--- src/rtl/jt9346_host.sv ---
// Microwire host for 93C46-style serial EEPROMs: turns one-cycle command requests
// into start/opcode/address(/data) frames, collects read data and polls ready/busy.
module jt9346_host #(
  parameter int AW       = 6,
  parameter int DW       = 16,
  parameter int CLKDIV   = 4,
  parameter int POLL_MAX = 4096
) (
  input  logic          clk,
  input  logic          rst,
  input  logic          req,
  input  logic [2:0]    cmd,
  input  logic [AW-1:0] addr,
  input  logic [DW-1:0] din,
  output logic          busy,
  output logic          done,
  output logic          err,
  output logic [DW-1:0] dout,
  output logic          sclk,
  output logic          scs,
  output logic          sdi,
  input  logic          sdo
);

  localparam int HL   = 3 + AW;
  localparam int FL   = HL + DW;
  localparam int CMAX = (POLL_MAX > CLKDIV) ? POLL_MAX : CLKDIV;
  localparam int CW   = $clog2(CMAX + 1);
  localparam int BW   = $clog2(FL + 1);

  localparam logic [CW-1:0] DIV_LAST  = CW'(CLKDIV - 1);
  localparam logic [CW-1:0] POLL_LAST = CW'(POLL_MAX - 1);
  localparam logic [CW-1:0] POLL_SKIP = CW'(2);
  localparam logic [CW-1:0] CNT_ONE   = CW'(1);
  localparam logic [BW-1:0] HDR_LAST  = BW'(HL - 1);
  localparam logic [BW-1:0] DAT_LAST  = BW'(DW - 1);
  localparam logic [BW-1:0] BIT_ONE   = BW'(1);

  localparam logic [2:0] C_READ  = 3'd0;
  localparam logic [2:0] C_WRITE = 3'd1;
  localparam logic [2:0] C_ERASE = 3'd2;
  localparam logic [2:0] C_EWEN  = 3'd3;
  localparam logic [2:0] C_ERAL  = 3'd5;
  localparam logic [2:0] C_WRAL  = 3'd6;

  typedef enum logic [3:0] {
    ST_IDLE   = 4'd0,
    ST_SEL    = 4'd1,
    ST_SHIFT  = 4'd2,
    ST_RDATA  = 4'd3,
    ST_WDATA  = 4'd4,
    ST_DESEL  = 4'd5,
    ST_POLL   = 4'd6,
    ST_DESEL2 = 4'd7,
    ST_FIN    = 4'd8
  } state_t;

  // Start bit, opcode and address field; 00-opcode commands encode in the field's top bits.
  function automatic logic [HL-1:0] frame_hdr(input logic [2:0] c, input logic [AW-1:0] a);
    case (c)
      C_READ:  frame_hdr = {3'b110, a};
      C_WRITE: frame_hdr = {3'b101, a};
      C_ERASE: frame_hdr = {3'b111, a};
      C_EWEN:  frame_hdr = {3'b100, 2'b11, {(AW-2){1'b0}}};
      C_ERAL:  frame_hdr = {3'b100, 2'b10, {(AW-2){1'b0}}};
      C_WRAL:  frame_hdr = {3'b100, 2'b01, {(AW-2){1'b0}}};
      default: frame_hdr = {3'b100, 2'b00, {(AW-2){1'b0}}};
    endcase
  endfunction

  function automatic logic has_payload(input logic [2:0] c);
    has_payload = (c == C_WRITE) || (c == C_WRAL);
  endfunction

  function automatic logic needs_poll(input logic [2:0] c);
    needs_poll = (c == C_WRITE) || (c == C_ERASE) || (c == C_ERAL) || (c == C_WRAL);
  endfunction

  state_t          state_r;
  logic [CW-1:0]   cnt_r;
  logic [BW-1:0]   bit_r;
  logic            ph_r;
  logic            rd_r;
  logic            wr_r;
  logic            poll_r;
  logic [FL-1:0]   tx_r;
  logic [DW-1:0]   rx_r;
  logic            last_bit_s;
  logic            next_sdi_s;

  // Last-bit detect and the data bit presented at the next sclk fall.
  always_comb begin
    last_bit_s = 1'b0;
    next_sdi_s = 1'b0;
    if (state_r == ST_SHIFT) begin
      last_bit_s = (bit_r == HDR_LAST);
    end else begin
      last_bit_s = (bit_r == DAT_LAST);
    end
    if (state_r == ST_RDATA) begin
      next_sdi_s = 1'b0;
    end else if (last_bit_s && !((state_r == ST_SHIFT) && wr_r)) begin
      next_sdi_s = 1'b0;
    end else begin
      next_sdi_s = tx_r[FL-2];
    end
  end

  // Command sequencer with registered serial pins and handshake outputs.
  always_ff @(posedge clk or posedge rst) begin
    if (rst) begin
      state_r <= ST_IDLE;
      cnt_r   <= {CW{1'b0}};
      bit_r   <= {BW{1'b0}};
      ph_r    <= 1'b0;
      rd_r    <= 1'b0;
      wr_r    <= 1'b0;
      poll_r  <= 1'b0;
      tx_r    <= {FL{1'b0}};
      rx_r    <= {DW{1'b0}};
      busy    <= 1'b0;
      done    <= 1'b0;
      err     <= 1'b0;
      dout    <= {DW{1'b0}};
      sclk    <= 1'b0;
      scs     <= 1'b0;
      sdi     <= 1'b0;
    end else begin
      case (state_r)
        ST_IDLE: begin
          done <= 1'b0;
          sclk <= 1'b0;
          scs  <= 1'b0;
          sdi  <= 1'b0;
          if (req) begin
            tx_r    <= {frame_hdr(cmd, addr), din};
            rd_r    <= (cmd == C_READ);
            wr_r    <= has_payload(cmd);
            poll_r  <= needs_poll(cmd);
            busy    <= 1'b1;
            err     <= 1'b0;
            scs     <= 1'b1;
            sdi     <= 1'b1;
            cnt_r   <= {CW{1'b0}};
            state_r <= ST_SEL;
          end
        end
        ST_SEL: begin
          if (cnt_r == DIV_LAST) begin
            cnt_r   <= {CW{1'b0}};
            bit_r   <= {BW{1'b0}};
            ph_r    <= 1'b1;
            sclk    <= 1'b1;
            state_r <= ST_SHIFT;
          end else begin
            cnt_r <= cnt_r + CNT_ONE;
          end
        end
        ST_SHIFT, ST_RDATA, ST_WDATA: begin
          if (cnt_r != DIV_LAST) begin
            cnt_r <= cnt_r + CNT_ONE;
          end else if (ph_r) begin
            // sclk falls: sample read data and move sdi to the next bit
            cnt_r <= {CW{1'b0}};
            ph_r  <= 1'b0;
            sclk  <= 1'b0;
            tx_r  <= {tx_r[FL-2:0], 1'b0};
            sdi   <= next_sdi_s;
            if (state_r == ST_RDATA) begin
              rx_r <= {rx_r[DW-2:0], sdo};
            end
          end else begin
            cnt_r <= {CW{1'b0}};
            if (!last_bit_s) begin
              bit_r <= bit_r + BIT_ONE;
              ph_r  <= 1'b1;
              sclk  <= 1'b1;
            end else if ((state_r == ST_SHIFT) && (rd_r || wr_r)) begin
              bit_r   <= {BW{1'b0}};
              ph_r    <= 1'b1;
              sclk    <= 1'b1;
              state_r <= rd_r ? ST_RDATA : ST_WDATA;
            end else begin
              scs     <= 1'b0;
              sdi     <= 1'b0;
              state_r <= ST_DESEL;
            end
          end
        end
        ST_DESEL: begin
          if (cnt_r == DIV_LAST) begin
            cnt_r <= {CW{1'b0}};
            if (poll_r) begin
              scs     <= 1'b1;
              state_r <= ST_POLL;
            end else begin
              done    <= 1'b1;
              state_r <= ST_FIN;
              if (rd_r) begin
                dout <= rx_r;
              end
            end
          end else begin
            cnt_r <= cnt_r + CNT_ONE;
          end
        end
        ST_POLL: begin
          // sdo still carries the tail of the frame for the first two cycles
          if ((cnt_r >= POLL_SKIP) && sdo) begin
            cnt_r   <= {CW{1'b0}};
            scs     <= 1'b0;
            state_r <= ST_DESEL2;
          end else if (cnt_r == POLL_LAST) begin
            cnt_r   <= {CW{1'b0}};
            scs     <= 1'b0;
            err     <= 1'b1;
            state_r <= ST_DESEL2;
          end else begin
            cnt_r <= cnt_r + CNT_ONE;
          end
        end
        ST_DESEL2: begin
          if (cnt_r == DIV_LAST) begin
            cnt_r   <= {CW{1'b0}};
            done    <= 1'b1;
            state_r <= ST_FIN;
          end else begin
            cnt_r <= cnt_r + CNT_ONE;
          end
        end
        ST_FIN: begin
          done    <= 1'b0;
          busy    <= 1'b0;
          state_r <= ST_IDLE;
        end
        default: begin
          state_r <= ST_IDLE;
          busy    <= 1'b0;
          done    <= 1'b0;
          sclk    <= 1'b0;
          scs     <= 1'b0;
          sdi     <= 1'b0;
        end
      endcase
    end
  end

endmodule

--- config.mk ---
export PLATFORM = sky130hd
export DESIGN_NAME = jt9346_host
export DESIGN_NICKNAME = d
export VERILOG_FILES = /design/src/rtl/jt9346_host.sv
export SDC_FILE = /design/constraint.sdc
export NUM_CORES = 1
export LEC_CHECK = 0
export CAP_MARGIN = 10
export CORE_MARGIN = 8
export CORE_UTILIZATION = 51
export CTS_CLUSTER_SIZE = 20
export DETAILED_ROUTE_END_ITERATION = 10
export GPL_TIMING_DRIVEN = 0
export PLACE_DENSITY = 0.82
export RECOVER_POWER = 100
export SLEW_MARGIN = 20
export SYNTH_ARGS = -nofsm -noshare
export SYNTH_HDL_FRONTEND = slang
export SYNTH_SLANG_ARGS = --single-unit
--- constraint.sdc ---
create_clock -name clk -period 6.4 [get_ports clk]
set_clock_uncertainty 0.15 [all_clocks]
set_input_delay 0.96 -clock clk [delete_from_list [all_inputs] [get_ports clk]]
set_output_delay 0.96 -clock clk [all_outputs]
set_load 0.02 [all_outputs]
==> out/qor.txt <==
status -> complete, but fails checks
failing checks -> capacitance limit, slew limit
Layout Nets -> 531
EDFF count, synth -> 0
Area growth, synth to finish -> 16.13%
CTS buffer count -> 9
Post-DRT Antenna Nets -> 0
worst r2r dst -> state_r[0]
first-pass GRT wire length -> 17.18 mm
IO buf count -> 47
Rows -> 34
Top Ports -> 51
Min-Delay Endpoint -> tx_r[3]
Max Cap Viol -> 1
Int Power -> 1.206 mW
die area -> 12190 µm²
DR iter-0 viols -> 236
GR Util All Layers -> 16.49%
# DRC -> 0
pwr dens -> 385.3 nW/µm²
final setup vio count -> 0
Max VDD drop -> 0.2007 mV
Avg WL per Cell -> 16.46 µm
asr flop ratio synth -> 100.0%
Worst Setup SP -> state_r[3]
Slowest-stage cell, CP -> nor4b_1
critical path arrival -> 3250 ps
initial core utilization -> 52.38%
post-route clock period utilization -> 48.88%
register area share after synthesis -> 48.44%
Pins Over Slew Limit -> 39
Post-Syn Area -> 4546 µm²
Hold Path Class -> reg2reg
f_max -> 0.3197 GHz
detailed placement HPWL -> 7.246 mm
Mapped Nets -> 472
Sequential cell area -> 2202 µm²
Die W -> 110.4 µm
critical-path cell list -> clkbuf_1 -> nor4b_1 -> mux2i_1 -> o21ai_0 -> o211ai_1 -> nor2b_1 -> a311oi_1
clock power share -> 20.4%
Net Switching -> 0.8279 mW
CTS tree -> built
vias in the first global route -> 3666
post_cts resized -> 0
CTS H-tree depth -> 3
CORE AREA -> 8678 µm²
Layout fillers -> 739
share of cells above drive strength 1 -> 11.51%
Vert. Die Dim -> 110.4 µm
CTS Root Cell -> clkbuf_8
Critical Path RT -> 6520 ps
initial antenna violation count -> 0
min Tclk post-route -> 3128 ps
area occupied by multi-input gates -> 2069 µm²
slowest stage delay, CP -> 730 ps
Hold Crit Start -> tx_r[3]
n_diodes -> 0
Vias per Instance -> 5.809
worst slew pin tran -> 1750 ps
Placement Setup Slack -> 3301 ps
CTS Hold Bufs -> 0
Ys Warns -> 0
slack of the worst reg-to-reg path -> 3270 ps
Synth Area per Inst -> 10.33 µm²
critical path peak fanout -> 10
Lkg Pwr -> 2.505 nW
relative slew slack -> -17.34%
gr ovfl total -> 0
CP startpoint kind -> register
commonest non-fill, non-tap cell in the layout -> dfrtp_1
most frequent cells in the layout -> dfrtp_1 (88), o21ai_0 (50), nand2_1 (46)
routability cong. -> 0.8629
crit path kind -> reg2reg
post-synthesis register bit count -> 88
Clock Tree Buf Depth -> 2
Switching Share -> 40.71%
RR Startpoint -> state_r[3]
Final Hold Viols -> 0
Setup crit end kind -> register
RSZ-0062 raised after global routing -> false
# Post-CTS Setup Buffers -> 0
Total Wirelength -> 10.08 mm
Clock transition at path regs -> 90 ps
logic gate share of total power -> 40.4%
Gate Count Post-Synth -> 440
first-pass detailed-route iteration total -> 4
fin worst setup slack -> 3272 ps
Post-synth top flop -> dfrtp_1
Synth cell types -> 63
largest net degree at the start of global routing -> 51
clk_lat worst skew -> 370 ps
sequential share of power -> 39.2%
Vias -> 3555
CTS sink count -> 88
WHS Path Cells -> 2
Sum Neg Setup Slack -> 0 ps
r2r worst-path depth -> 7
[logic make-up after synthesis]
group / count (synthesis) / share of synthesized area (%)
adder cells (fa/ha/maj): 3 / 0.8259
multiplexers: 52 / 13.24
flip-flops: 88 / 48.44
XOR/XNOR: 5 / 0.9633
AND/OR/NAND/NOR: 138 / 16.30
AO/OA/AOI/OAI: 116 / 15.74
buffers and inverters: 38 / 4.487
[flip-flops by register name (all words and copies together), names as in the netlist]
name	cells
bit_r	5
busy	1
cnt_r	13
done	1
dout	16
err	1
ph_r	1
poll_r	1
rd_r	1
rx_r	16
sclk	1
scs	1
sdi	1
state_r	4
tx_r	24
wr_r	1
[cells in the mapped netlist (3+ instances only)]
cell type	count	area, µm²
o21a_1	3	22.52
a21o_1	6	45.04
nand4_1	6	37.54
o21ai_0	48	240.2
clkbuf_1	6	22.52
o31ai_1	5	37.54
nor2b_1	4	25.02
nand2_1	46	172.7
o2bb2ai_1	3	26.28
mux2_4	10	150.1
dfrtp_1	88	2202
nand2b_1	4	25.02
xor2_1	4	35.03
mux2i_1	17	170.2
mux2_2	25	281.5
nor2_1	25	93.84
inv_1	12	45.04
a211oi_1	4	30.03
ha_1	3	37.54
a21oi_1	20	100.1
nor3_1	10	50.05
nand3_1	13	65.06
a21boi_0	3	22.52
or2_2	3	18.77
buf_6	3	33.78
and3_1	8	50.05
buf_2	12	60.06
[through the flow]
step | cells | area [µm²] | hold WS (ps) | total power [mW] | utilization, %
3_3_place_gp | 595 | 5151 | 308.7 | 1.620 | 59.36
4_1_cts | 612 | 5394 | 345.2 | 2.074 | 62.15
6_report | 612 | 5279 | 336.4 | 2.034 | 60.83
3_5_place_dp | 596 | 5181 | 324.3 | 1.654 | 59.70
5_1_grt | 612 | 5279 | 361.8 | 2.170 | 60.83
2_1_floorplan | 440 | 4546 | 294.7 | 1.420 | -
[cell type report]
class | count | share of cell area (%)
buffer | 26 | 2.181
timing repair buffer | 48 | 9.434
multi-input combinational | 314 | 39.20
clock buffer | 10 | 2.607
inverter | 12 | 0.8770
clock inverter | 6 | 1.422
sequential | 88 | 41.72
tap | 108 | 2.560
[how the worst max path moves through the flow]
stage	end	slack, ps	depth (start not counted)
after floorplan	bit_r[0]	3010	1
after global placement	cnt_r[3]	1730	2
after detailed placement	state_r[0]	3300	7
after CTS	state_r[0]	3710	7
after global routing	state_r[0]	3020	7
final	state_r[0]	3270	7
[critical path: cells and delay by family (launching register included)]
family	cells	cell delay, ps
AND/OR/NAND/NOR	2	940
flip-flops	1	450
buffers and inverters	1	250
multiplexers	1	220
AO/OA/AOI/OAI	3	1020
[routing by layer]
layer	up-vias	routed length (µm)	track usage [%]
li1	1707	-	-
met1	1701	4427	20.14
met2	124	4799	26.63
met3	23	596	4.383
met4	0	252	7.297
met5	-	0	0.4167
[power groups by stage]
| stage | Clock, mW | Combinational [mW] | Sequential (mW) |
|---|---|---|---|
| final | 0.414 | 0.822 | 0.798 |
| after global routing | 0.443 | 0.914 | 0.813 |
| after CTS | 0.421 | 0.852 | 0.801 |
| after detailed placement | 0 | 0.844 | 0.810 |
| after global placement | 0 | 0.818 | 0.802 |
| after floorplan | 0 | 0.627 | 0.792 |
Power figures use the tool's default switching activity.
==> variant: new RTL, config.mk and constraints unchanged <==
Re-encode `state_t` (9 states) as one-hot, 9 bits wide.
--- a/src/rtl/jt9346_host.sv
+++ b/src/rtl/jt9346_host.sv
@@ -45,12 +45,12 @@
 
-  typedef enum logic [3:0] {
-    ST_IDLE   = 4'd0,
-    ST_SEL    = 4'd1,
-    ST_SHIFT  = 4'd2,
-    ST_RDATA  = 4'd3,
-    ST_WDATA  = 4'd4,
-    ST_DESEL  = 4'd5,
-    ST_POLL   = 4'd6,
-    ST_DESEL2 = 4'd7,
-    ST_FIN    = 4'd8
+  typedef enum logic [8:0] {
+    ST_IDLE   = 9'b000000001,
+    ST_SEL    = 9'b000000010,
+    ST_SHIFT  = 9'b000000100,
+    ST_RDATA  = 9'b000001000,
+    ST_WDATA  = 9'b000010000,
+    ST_DESEL  = 9'b000100000,
+    ST_POLL   = 9'b001000000,
+    ST_DESEL2 = 9'b010000000,
+    ST_FIN    = 9'b100000000
   } state_t;
Behaviour: no difference found for any inputs over 10 cycles, from zero or initial values and one cycle with rst high; not proved beyond that.
==> variant against the unedited design <==
  * The flow still finishes with violations (capacitance limit, slew limit)
  * Routed wire length increased by 7.0%
  * Clock power decreased by 6.3%
  * Area after synthesis increased by 4.0%
  * Setup slack got worse by 680 ps
  * Die area increased by 3.5%
  * Design area increased by 4.4%
  * First-iteration DRC count increased by 3.4%
  * Power decreased by 21%
  * Sequential cell count increased by 5
==> variant: results (changes against the unedited design) <==
outcome finished with violations; DR top layer met4; DRT Pass-1 Iters 5 (+1); syn nets 522 (+11%); Syn Inst Count 490 (+11%); All-Layer GR Usage 17.67% (+1.2 points); met3 usage 4.026% (-0.36 points); Place WS 3161 ps (-140.3 ps); first-pass GRT wire length 18.37 mm (+6.9%); vias in the first global route 3,824 (+4.3%); maximum vdd drop 156.4 uV (-22%); slowest CP cell nor4_1; GRT met1 Usage 22.72% (+2.6 points); DR iter-0 viols 244 (+3.4%); Hold Path Class register to register; largest net degree at the start of global routing 61 (+20%); Crit path largest cell delay 1000 ps (+270 ps); Metal-1 WL 4.835 mm (+9.2%); hold_ws 355.7 ps (+19.33 ps); placed cell count 649 (+8.9%); nets@finish 581 (+9.4%); max-slew violations 34 (-13%); r2r setup slk 2600 ps (-680 ps); worst rel slew slack -5.700% (+12 points); Max Cap Viol 1 (unchanged); WP data arrival 3950 ps (+700 ps); fillers 793 (+7.3%); final instance count without filler cells 665 (+8.7%); Synth cell types 60 (-4.8%); sequential share of the synthesized area 49.23% (+0.79 points); root buffer cell clkbuf_8; Placer Congestion 0.9043 (+4.8%); Placed Area 5369 um2 (+3.6%); DP HPWL 7.833 mm (+8.1%); layout cell share with drive strength beyond 1 11.37% (-0.14 points); Switching Share 36.31% (-4.4 points); via count 3,874 (+9.0%); failing checks capacitance limit, slew limit; met2 GRT Util 29.14% (+2.5 points); CP delay by family, top simple AND/OR/NAND/NOR gates; met3 wire len 717 um (+20%); met2 WL 5.086 mm (+6.0%); Pleak 2.498 nW (-0.30%); Avg WL per Cell 16.22 um (-1.5%); fin crit share 59.45% (+11 points); Synth top cells by count dfrtp_1, nand2_1, nor2_1, mux2_2, o21ai_0
[variant: changes by cell type after synthesis, moves of 8 or more]
cell	delta
a31oi_1	+13
clkbuf_1	+8
mux2_2	+8
mux2_4	-9
mux2i_1	-12
nand2_1	+18
nor2_1	+25
o21ai_0	-15
[variant: path summary, 6_finish.rpt]
kind,from,end
max,state_r[3]$_DFFE_PP0P_,cnt_r[5]$_DFFE_PP0P_
min,busy$_DFFE_PP0P_,busy$_DFFE_PP0P_
max reg2reg,state_r[3]$_DFFE_PP0P_,cnt_r[5]$_DFFE_PP0P_
min reg2reg,busy$_DFFE_PP0P_,busy$_DFFE_PP0P_
max in group asynchronous,rst,state_r[0]$_DFFE_PP1P_
min in group asynchronous,rst,bit_r[4]$_DFFE_PP0P_
[variant: final cells by class]
type / instances / area [um2] / area share, %
Buffer: 30 / 132.6 / 2.407
Clock buffer: 9 / 123.9 / 2.248
Multi-Input combinational cell: 352 / 2155 / 39.11
Sequential cell: 93 / 2328 / 42.27
Timing Repair Buffer: 48 / 498.0 / 9.039
Inverter: 15 / 57.56 / 1.045
Clock inverter: 7 / 75.07 / 1.363
Tap cell: 111 / 138.9 / 2.521
[variant: power by group through the flow]
| stage | registers (mW) | clock network (mW) | logic (mW) |
|---|---|---|---|
| after floorplan | 0.771 | 0 | 0.335 |
| final | 0.767 | 0.388 | 0.459 |
| after CTS | 0.767 | 0.402 | 0.484 |
| after detailed placement | 0.777 | 0 | 0.480 |
| after global placement | 0.773 | 0 | 0.464 |
| after global routing | 0.782 | 0.422 | 0.515 |
[variant: kinds of logic after synthesis]
family	share of synthesized area, %
muxes	9.233
buffers and inverters	4.418
xor gates and xnor gates	1.482
and+or+nand+nor	20.00
DFF	49.23
adders and majority gates	0.7937
AOI/OAI and AO/OA	14.84
